$ cat src/rtl/rr_arb8_ctrl_pkg.sv
// Shared types and constants for the 8-way round-robin arbiter.
package arb_pkg;
  localparam int N_REQ = 8;
  localparam int ID_W  = 3;

  typedef enum logic {IDLE, GRANT} arb_state_t;
  typedef logic [ID_W-1:0] req_id_t;
endpackage

$ cat src/rtl/rr_arb8_ctrl_if.sv
// Requester-side bundle: request/release inputs and the grant outputs.
interface rr_arb8_ctrl_if;
  import arb_pkg::*;

  logic [N_REQ-1:0] req;
  logic             done;
  logic [N_REQ-1:0] grant;
  req_id_t          grant_id;
  logic             grant_valid;
  logic             timeout;

  modport master (output req, done, input grant, grant_id, grant_valid, timeout);
  modport slave  (input req, done, output grant, grant_id, grant_valid, timeout);
endinterface

$ cat src/rtl/rr_arb8_ctrl_dec.sv
// 3-to-8 one-hot decoder with enable; output is all-zero when disabled.
module dec3to8_en (
  input  logic [2:0] a,
  input  logic       en,
  output logic [7:0] y
);
  for (genvar gi = 0; gi < 8; gi++) begin : g_bit
    assign y[gi] = en && (a == 3'(gi));
  end
endmodule

$ cat src/rtl/rr_arb8_ctrl.sv
// Round-robin arbiter for 8 requesters with release handshake, max-hold
// timeout and back-to-back re-grant on release.
module rr_arb8_ctrl
  import arb_pkg::*;
#(
  parameter int MAX_HOLD = 16,
  parameter int CNT_W    = 5
) (
  input  logic           clk,
  input  logic           reset,
  rr_arb8_ctrl_if.slave  bus
);
  // With the timeout disabled the counter simply saturates at all-ones.
  localparam logic [CNT_W-1:0] CNT_MAX = (MAX_HOLD == 0) ? {CNT_W{1'b1}} : CNT_W'(MAX_HOLD);

  arb_state_t        state_reg;
  req_id_t           ptr_reg;
  logic [CNT_W-1:0]  cnt_reg;
  req_id_t           grant_id_reg;
  logic              grant_valid_reg;
  logic [N_REQ-1:0]  grant_reg;
  logic              timeout_reg;

  req_id_t           base;
  req_id_t           idx;
  req_id_t           win_id;
  logic              win_found;
  logic [N_REQ-1:0]  win_onehot;
  logic              timeout_hit;
  logic              release_now;

  // While granted, the search already starts at grant_id+1, so a release
  // re-arbitrates with the pointer value it is about to write.
  always_comb begin
    base      = (state_reg == GRANT) ? req_id_t'(grant_id_reg + req_id_t'(1)) : ptr_reg;
    idx       = '0;
    win_id    = '0;
    win_found = 1'b0;
    // Descending scan: the smallest offset from base is assigned last and wins.
    for (int i = N_REQ - 1; i >= 0; i--) begin
      idx = req_id_t'(base + req_id_t'(i));
      if (bus.req[idx]) begin
        win_found = 1'b1;
        win_id    = idx;
      end
    end
  end

  assign timeout_hit = (MAX_HOLD != 0) && (cnt_reg == CNT_MAX) && !bus.done;
  assign release_now = bus.done || !bus.req[grant_id_reg] || timeout_hit;

  dec3to8_en u_dec (
    .a  (win_id),
    .en (win_found),
    .y  (win_onehot)
  );

  always_ff @(posedge clk) begin
    if (reset) begin
      state_reg       <= IDLE;
      ptr_reg         <= '0;
      cnt_reg         <= '0;
      grant_id_reg    <= '0;
      grant_valid_reg <= 1'b0;
      grant_reg       <= '0;
      timeout_reg     <= 1'b0;
    end else begin
      timeout_reg <= 1'b0;
      case (state_reg)
        IDLE: begin
          if (win_found) begin
            grant_id_reg    <= win_id;
            grant_reg       <= win_onehot;
            grant_valid_reg <= 1'b1;
            cnt_reg         <= CNT_W'(1);
            state_reg       <= GRANT;
          end
        end
        GRANT: begin
          if (release_now) begin
            ptr_reg     <= req_id_t'(grant_id_reg + req_id_t'(1));
            timeout_reg <= timeout_hit;
            if (win_found) begin
              grant_id_reg <= win_id;
              grant_reg    <= win_onehot;
              cnt_reg      <= CNT_W'(1);
            end else begin
              grant_valid_reg <= 1'b0;
              grant_reg       <= '0;
              cnt_reg         <= '0;
              state_reg       <= IDLE;
            end
          end else if (cnt_reg != CNT_MAX) begin
            cnt_reg <= cnt_reg + CNT_W'(1);
          end
        end
        default: state_reg <= IDLE;
      endcase
    end
  end

  assign bus.grant       = grant_reg;
  assign bus.grant_id    = grant_id_reg;
  assign bus.grant_valid = grant_valid_reg;
  assign bus.timeout     = timeout_reg;
endmodule

$ cat src/flat_wrapper.sv
// flat-port wrapper written by rule: the top's interface ports become plain ports
module rr_arb8_ctrl_flat import arb_pkg::*;
#(
  parameter int MAX_HOLD = 16,
  parameter int CNT_W    = 5
)
  (clk, reset, bus_req, bus_done, bus_grant, bus_grant_id, bus_grant_valid, bus_timeout);
  rr_arb8_ctrl_if bus_i ();
  input  logic clk;
  input  logic reset;
  input wire logic [$bits(bus_i.req)-1:0] bus_req;
  input wire logic [$bits(bus_i.done)-1:0] bus_done;
  output wire logic [$bits(bus_i.grant)-1:0] bus_grant;
  output wire logic [$bits(bus_i.grant_id)-1:0] bus_grant_id;
  output wire logic [$bits(bus_i.grant_valid)-1:0] bus_grant_valid;
  output wire logic [$bits(bus_i.timeout)-1:0] bus_timeout;
  assign bus_i.req = bus_req;
  assign bus_i.done = bus_done;
  assign bus_grant = bus_i.grant;
  assign bus_grant_id = bus_i.grant_id;
  assign bus_grant_valid = bus_i.grant_valid;
  assign bus_timeout = bus_i.timeout;
  rr_arb8_ctrl #(.MAX_HOLD(MAX_HOLD), .CNT_W(CNT_W)) u_core (.clk(clk), .reset(reset), .bus(bus_i));
endmodule
$ cat config.mk
export PLATFORM = sky130hd
export DESIGN_NAME = rr_arb8_ctrl_flat
export DESIGN_NICKNAME = d
export VERILOG_FILES = /design/src/rtl/rr_arb8_ctrl_pkg.sv /design/src/rtl/rr_arb8_ctrl_if.sv /design/src/rtl/rr_arb8_ctrl_dec.sv /design/src/rtl/rr_arb8_ctrl.sv /design/src/flat_wrapper.sv
export SDC_FILE = /design/constraint.sdc
export NUM_CORES = 1
export LEC_CHECK = 0
export CORE_MARGIN = 3
export CORE_UTILIZATION = 45
export DETAILED_ROUTE_END_ITERATION = 10
export PLACE_DENSITY_LB_ADDON = 0.25
export SYNTH_ARGS = -nofsm -noshare
export SYNTH_HDL_FRONTEND = slang
export SYNTH_SLANG_ARGS = --single-unit
$ cat constraint.sdc
create_clock -name clk -period 8.7 [get_ports clk]
set_clock_uncertainty 0.15 [all_clocks]
set_input_delay 1.74 -clock clk [delete_from_list [all_inputs] [get_ports clk]]
set_output_delay 1.74 -clock clk [all_outputs]
set_load 0.05 [all_outputs]
[Word-level counts from Yosys, hierarchy flattened]
Index checks and enable logic that the tools add are counted.
Word-level totals
  logic and storage cells: 113
  input port bits: 11
  register bits: 22
Operators by class
  reductions and logical operators: 19
  bitwise gates (word level): 2
  magnitude comparators: 9
  add/subtract/negate cells: 9
  equality and inequality tests: 13
  multiplexer cells: 54
Operator list (number)
  $lt A3 B4 Y1 const B: 9
  $mux W3: 11
  $bmux W1 S3: 9
  $mux W8: 3
  $mux W1: 23
  $pmux W8 S2: 1
  $mux W5: 3
  $add A3 B3 Y3 const B: 4
  $eq A3 B3 Y1 const B: 4
  $pmux W5 S2: 1
  $logic_and A1 B1 Y1: 9
  $add A3 B1 Y3 const B: 2
  $add A3 B2 Y3 const B: 2
  $eq A3 B2 Y1 const B: 2
  $ne A2 B2 Y1 const B: 3
  $pmux W3 S2: 1
  $reduce_and A2 Y1: 3
  $add A5 B1 Y5 const B: 1
  $eq A5 B5 Y1 const B: 1
  $ne A5 B5 Y1 const B: 1
  $pmux W1 S2: 2
  $eq A3 B1 Y1 const B: 1
  $logic_not A3 Y1: 1
  $ne A3 B3 Y1 const B: 1
  5 further kinds: 8

[Logic depth before layout (Yosys ltp)]
Gate-level depths: netlist of run 1.
  depth in word-level cells: 18
  mapped depth: 14

[Modules after synthesis]
A second synthesis of run 1 with hierarchy kept.
Second synthesis, totals
  cells, all modules: 233
  area, all modules: 2075.7 µm²
Modules (own cells, without submodules)
  rr_arb8_ctrl: instances 1, area an instance 1979.4 µm², cells each 225
  dec3to8_en: instances 1, area an instance 96.3 µm², cells each 8

[Worst setup path after synthesis of run 1]
OpenSTA, ideal clock, no wires.
  path kind: reg2reg
  start point: register u_core.grant_id_reg[1], in the netlist u_core.bus.grant_id[1]
  end point: register u_core.grant_reg[4], in the netlist u_core.bus.grant[4]
  cell stages (with the launch flop): 14
  required time: 8490 ps
  arrival time: 3828 ps
  setup slack: 4662 ps
  setup time: 60 ps
  cells stage by stage: dfxtp_1 > ha_1 > mux2_2 > clkbuf_1 > ha_1 > clkbuf_1 > a221oi_1 > a2111oi_0 > o211ai_1 > a22o_1 > a211oi_2 > o211ai_2 > nor2_1 > a22o_1
Between the ends
  word-level cells in the longest chain between the ends: 18
Ends and longest elaborated chain
  from (decl): line rr_arb8_ctrl.sv:19  | req_id_t grant_id_reg;
  from (signal assigned): line rr_arb8_ctrl.sv:72  | grant_id_reg <= win_id;
  from (signal assigned): line rr_arb8_ctrl.sv:84  | grant_id_reg <= win_id;
  $add A3 B1 Y3: line rr_arb8_ctrl.sv:35  | base = (state_reg == GRANT) ? req_id_t'(grant_id_reg + req_id_t'(1)) : ptr_reg;
  $mux W3: line rr_arb8_ctrl.sv:35
  $add A3 B3 Y3: line rr_arb8_ctrl.sv:41  | idx = req_id_t'(base + req_id_t'(i));
  $bmux W1 S3: line rr_arb8_ctrl.sv:42  | if (bus.req[idx]) begin
  $mux W1 (implied by the code): line rr_arb8_ctrl.sv:42
  $mux W3 (8 in series): line rr_arb8_ctrl.sv:42
  $eq A3 B3 Y1: line rr_arb8_ctrl_dec.sv:8  | assign y[gi] = en && (a == 3'(gi));
  $logic_and A1 B1 Y1: line rr_arb8_ctrl_dec.sv:8
  $mux W8: line rr_arb8_ctrl.sv:83  | if (win_found) begin
  $mux W8: line rr_arb8_ctrl.sv:80  | if (release_now) begin
  $pmux W8 S2: line rr_arb8_ctrl.sv:69  | case (state_reg)
  to (signal assigned): line rr_arb8_ctrl.sv:73  | grant_reg <= win_onehot;
  to (signal assigned): line rr_arb8_ctrl.sv:85  | grant_reg <= win_onehot;
  to (decl): line rr_arb8_ctrl.sv:21  | logic [N_REQ-1:0] grant_reg;
Several ways; a longest one is shown, not always the timed one. The select of a mux whose other input is x is not followed.
A chain may end at the register's enable or synchronous reset.

[Worst setup path in the final report of run 1]
  start point: input bus_req[6]
  end point: register u_core.grant_reg[5], in the netlist u_core.bus.grant[5]
Between the ends
  word-level cells in the longest chain between the ends: 15
Ends and longest elaborated chain
  from (decl): line flat_wrapper.sv:11  | input wire logic [$bits(bus_i.req)-1:0] bus_req;
  $bmux W1 S3: line rr_arb8_ctrl.sv:42
  $mux W1 (implied by the code): line rr_arb8_ctrl.sv:42
  $mux W3 (8 in series): line rr_arb8_ctrl.sv:42
  $eq A3 B3 Y1: line rr_arb8_ctrl_dec.sv:8
  $logic_and A1 B1 Y1: line rr_arb8_ctrl_dec.sv:8
  $mux W8: line rr_arb8_ctrl.sv:83
  $mux W8: line rr_arb8_ctrl.sv:80
  $pmux W8 S2: line rr_arb8_ctrl.sv:69
Several ways; a longest one is shown, not always the timed one. The select of a mux whose other input is x is not followed.

==> results of run 1 <==
[layout make-up]
type / instances / area (um2) / area share, %
Clock buffer: 3 / 41.3 / 1.68
Sequential cell: 22 / 440 / 17.9
Tap cell: 52 / 65.1 / 2.64
Timing Repair Buffer: 23 / 230 / 9.35
Clock inverter: 1 / 30.0 / 1.22
Inverter: 8 / 32.5 / 1.32
Multi-Input combinational cell: 214 / 1620 / 65.9
[through the flow]
step | worst slack, ps | hold WS, ps | util, %
floorplan | 4660 | 308 | -
global placement | 4160 | 288 | 53.1
detailed placement | 4080 | 290 | 53.1
CTS | 4350 | 301 | 54.7
global route | 4130 | 312 | 54.7
finish | 4340 | 297 | 54.7
[how the worst max path moves through the flow]
stage	start	to	slack, ps	cells after the start
final	bus_req[6]	u_core.bus.grant[5]$_SDFFE_PP0P_	4340	9
after global routing	bus_req[4]	u_core.bus.grant[4]$_SDFFE_PP0P_	4130	10
after CTS	bus_req[1]	u_core.bus.grant[4]$_SDFFE_PP0P_	4350	8
after detailed placement	bus_req[1]	u_core.bus.grant[4]$_SDFFE_PP0P_	4080	8
after global placement	bus_req[1]	u_core.bus.grant[6]$_SDFFE_PP0P_	4160	8
after floorplan	u_core.bus.grant_id[1]$_SDFFE_PP0P_	u_core.bus.grant[4]$_SDFFE_PP0P_	4660	13
[report_power, final]
part	internal [W]	switching (W)
clock	0.0000615	0.0000341
sequential	0.000123	0.0000238
combinational	0.000264	0.000378
[kinds of logic after synthesis]
kind of cell,count (synthesis)
AND/OR/NAND/NOR,88
AO/OA/AOI/OAI,84
multiplexers,33
flip-flops,22
buffers and inverters,19
adder cells (fa/ha/maj),5
XOR/XNOR,4
[layout by cell type, fill, tap and decap left out, drive strengths merged, types with 6 or more instances in the layout]
master         instances
a21oi                  9
clkdlybuf4s50         23
and2                   9
nor2                  25
o211ai                 8
inv                    7
a221oi                 6
nand2                 15
mux2i                 24
nand3                 15
o21ai                 19
a211oi                11
dfxtp                 22
[metal layers]
metal	vias to the layer above	wire, um
li1	1020	-
met1	981	2490
met2	88	2600
met3	8	403
met4	0	92
met5	-	0
[worst max-delay path, delay by kind of cell]
kind	cells	cell delay [ps]
compound gates	7	1840
simple gates	1	190
buf+inv	1	640
==> results.toml, run 1 <==
[logic_synthesis]
synthXorXnorAreaFrac_pct = 2.32
ys.flop_type = "dfxtp_1"
synth_edf_count = 0
synth_top_family_by_area = "compound AO/OA/AOI/OAI gates"
netlist_instances = 255
syn_nets = 271
synth_seq_cells = 22
synth_cell_types = 69
ys_seq_area_share_pct = 20.4
yosysMostFrequentCell = "nor2_1"
async_reset_ff_share_pct = 0
ys_top_cells_by_count = "nor2_1 (24), dfxtp_1 (22), mux2i_1 (22)"
synth.largest_area_cell = "dfxtp_1"
syn_area_um2 = 2160
synth_area_leaders = "dfxtp_1 (20%), mux2i_1 (10%), mux4_2 (5.2%), nor2_1 (4.2%), a211oi_1 (3.5%)"
synth.mux.area_fraction_pct = 19.2
synth_compound_area_share_pct = 28.5
syn_avg_cell_area_um2 = 8.46
synth_fa_ha_area_share_pct = 2.90
ys_warn_count = 0
yosysTopAreaCellShare_pct = 20.4
synth-simple-area-share_pct = 22.3

[hold_path]
hold_end = "u_core.bus.grant[2]$_SDFFE_PP0P_"
hp-start = "u_core.bus.grant[2]$_SDFFE_PP0P_"
hp-class = "register to register"
min_path_cells = 2

[clock_network]
cts_root_buf = "clkbuf_8"
clk_path_buf_depth = 2
cts-htree-levels = 1
cts_resized = 0
clk_latency_ps = 270
cts_tree = "yes"
cts_num_sinks = 22
cts_setup_buffers = 0
ctsHoldBuffers = 0
clk_pin_slew_worst_paths_ps = 80
numCtsBuffers = 3

[route]
vias = 2097
drt_iter0_markers = 105
first_pass_iters = 5
route.detailed.drc = 0
viasPerCell = 6.49
routedWlPerCell_um = 17.3
drtAntennaViolNets = 0
routed_wl_mm = 5.59

[global_routing]
grt_max_degree = 18
top_usage_layer = "met2"
grt_use_total_pct = 20.4
use_met3_pct = 4.41
grt_overflow = 0
grt_use_met1_pct = 27.9
grt_pass1_wl_mm = 8.96
grt_pass1_vias = 1833
antenna_found_initial = 0
gr-usage-met2_pct = 32.6

[setup_path]
arrival_ps = 4420
end_kind = "register"
start_kind = "primary input"
reg2reg_slack_ps = 4460
crit_type = "primary input to register"
cp_max_fo = 7
slowest_delay_ps = 640
r2r-start = "u_core.state_reg$_SDFF_PP0_"
r2r.worst_path.cells = 12
crit_slowest_cell = "clkdlybuf4s50_1"
critical_path.most_common_cell = "a22o_1"
cp_cell_sequence = "clkdlybuf4s50_1 -> a221oi_1 -> a2111oi_0 -> o211ai_1 -> a22o_1 -> a211oi_2 -> o211ai_2 -> nor2_1 -> a22o_1"
rr_endpoint = "u_core.bus.grant[5]$_SDFFE_PP0P_"
crit_required_ps = 8760

[timing]
worst_pin_slew_ps = 872
period_share_pct = 50.1
post-route-min-period_ps = 4360
setup_viol_count_final = 0
fin_tns_setup_ps = 0
relSlewSlack_pct = 41.3
finalMaxSlewViolations = 0
hold_violations = 0
rsz0062_at_grt = "no"
max_freq_mhz = 230

[placed_design]
dpl-instance-area_um2 = 2390
dp_cells = 319
io_buffers = 23
place_hpwl_mm = 4.35
gp_congestion = 0.986

[layout]
area_delta_synth_final_pct = 14.2
largest_reg_flops = 8
nFillCells = 411
fin_nets = 288
final_cells = 323
final_layout_size_suffix_gt1_share_pct = 11.8
antenna-diode-count = 0
final_area_um2 = 2460

[pwr]
irDropWorstVdd_uv = 231
p_leak_nw = 0.935
power_density_nw_per_um2 = 359
fin_total_pwr_w = 0.000884

[floorplan]
rows = 24
core_area_um2 = 4500
initial_utilization_pct = 47.9
io_pins = 24
die_w_um = 75.2
die_h_um = 75.2
die_area_um2 = 5660

[run_status]
status = "finished clean"

[run]
maxCapViolations = 0
Note: power is estimated with default switching activity, not from simulation.
==> run 2, diff against run 1 <==
Clock period 8.7 ns to 3.7 ns, I/O delays scaled along.
==> results.toml, run 2 (synthesis results as in run 1) <==
[run_status]
status = "finished clean"

[global_routing]
grt_use_total_pct = 21.2
antenna_found_initial = 0
grt_pass1_vias = 1935
grt_overflow = 0
grt_max_degree = 17
grt_pass1_wl_mm = 9.43

[route]
wl_met3_um = 438
drt_iter0_markers = 116
routedWlPerCell_um = 16.9
drtAntennaViolNets = 0
vias = 2127
top_layer = "met4"
viasPerCell = 6.27
first_pass_iters = 4
routed_wl_mm = 5.73
route.detailed.drc = 0
dr_wl_met2_mm = 2.61
routedLengthMet1_mm = 2.61

[setup_path]
cp_max_fo = 7
crit_type = "register to register"
crit_buf_inv = 2
cp_cell_sequence = "ha_1 -> mux2_2 -> ha_1 -> nor2b_1 -> a221oi_1 -> a2111oi_1 -> buf_4 -> o211ai_1 -> a22o_1 -> a211oi_4 -> buf_4 -> nor4b_2 -> nand2b_1 -> o21ai_1"
start_kind = "register"
end_kind = "register"
crit_slowest_cell = "ha_1"
arrival_ps = 3500
slowest_delay_ps = 430
path_delay_family = "compound AO/OA/AOI/OAI gates"
crit_required_ps = 3690

[layout]
final_layout_size_suffix_gt1_share_pct = 17.4
final_common_cell = "nor2_1"
nFillCells = 405
fin_nets = 305
area_delta_synth_final_pct = 19.2
final_area_um2 = 2570
largest_reg_flops = 8
multiInputGateArea_um2 = 1630
final_cell_mix = "nor2_1 (24), clkdlybuf4s50_1 (23), mux2i_1 (22)"
antenna-diode-count = 0
regArea_um2 = 443

[pwr]
p_leak_nw = 1.01
irDropWorstVdd_uv = 393
power_density_nw_per_um2 = 819

[timing]
setup_viol_count_final = 0
period_share_pct = 95.0
relSlewSlack_pct = 48.5
max_freq_mhz = 285
rsz0062_at_grt = "no"
hold_violations = 0
finalMaxSlewViolations = 0
post-route-min-period_ps = 3510
worst_pin_slew_ps = 766
fin_tns_setup_ps = 0

[floorplan]
die_area_um2 = 5660
io_pins = 24
die_w_um = 75.2
core_area_um2 = 4500
rows = 24
initial_utilization_pct = 47.9
die_h_um = 75.2

[placed_design]
place_hpwl_mm = 4.48
io_buffers = 23
dpl-instance-area_um2 = 2520
gp_congestion = 0.964

[run]
maxCapViolations = 0

[clock_network]
numCtsBuffers = 3
cts_root_buf = "clkbuf_8"
clk_pin_slew_worst_paths_ps = 70
cts-htree-levels = 1
cts_setup_buffers = 0
clk_path_buf_depth = 2
cts_tree = "yes"
clk_latency_ps = 260
ctsHoldBuffers = 0
cts_resized = 0
cts_num_sinks = 22

[hold_path]
hp-class = "register to register"
[run 2: per-stage QoR]
| stage | power, W | setup WS, ps | std cells | utilization, % | hold slack [ps] |
|---|---|---|---|---|---|
| after global routing | 0.00226 | 17.7 | 339 | 57.1 | 328 |
| after global placement | 0.00192 | 168 | 336 | 56.0 | 288 |
| final | 0.00211 | 185 | 339 | 57.1 | 304 |
| after floorplan | 0.00154 | 31.1 | 255 | - | 308 |
| after detailed placement | 0.00192 | 171 | 336 | 56.0 | 294 |
| after CTS | 0.00207 | 177 | 339 | 56.9 | 306 |
[run 2: where the power goes]
group / internal [W] / total (W) / switching (W) / leakage [nW]
Combinational: 0.000701 / 0.00163 / 0.000932 / 0.804
Clock: 0.0000725 / 0.000144 / 0.0000716 / 0.0216
Sequential: 0.000291 / 0.000330 / 0.0000387 / 0.181
[run 2: area by class of cell]
cell class	instances	area share, %
tap	52	2.53
clock buffer	3	1.61
inverter	8	1.27
multi-input combinational	214	63.5
timing repair buffer	40	13.9
sequential	22	17.2
[run 2: routing by layer]
metal  GRT usage [%]  vias to the layer above
met5               0                        -
met4            4.47                        0
met3            5.74                        8
met2            31.7                       93
met1            30.6                      977
li1                -                     1049
[run 2: worst paths after layout]
path	start	slack, ps	depth (start not counted)	endpoint
max	u_core.bus.grant_id[0]$_SDFFE_PP0P_	190	14	u_core.bus.grant[1]$_SDFFE_PP0P_
min	u_core.bus.grant[2]$_SDFFE_PP0P_	300	2	u_core.bus.grant[2]$_SDFFE_PP0P_
max reg2reg	u_core.bus.grant_id[0]$_SDFFE_PP0P_	190	14	u_core.bus.grant[1]$_SDFFE_PP0P_
min reg2reg	u_core.bus.grant[2]$_SDFFE_PP0P_	300	2	u_core.bus.grant[2]$_SDFFE_PP0P_
[run 2: worst min-delay path, stage by stage (launching register included)]
cell	delay, ps
dfxtp_1	310
nand2_1	50
o21ai_1	50
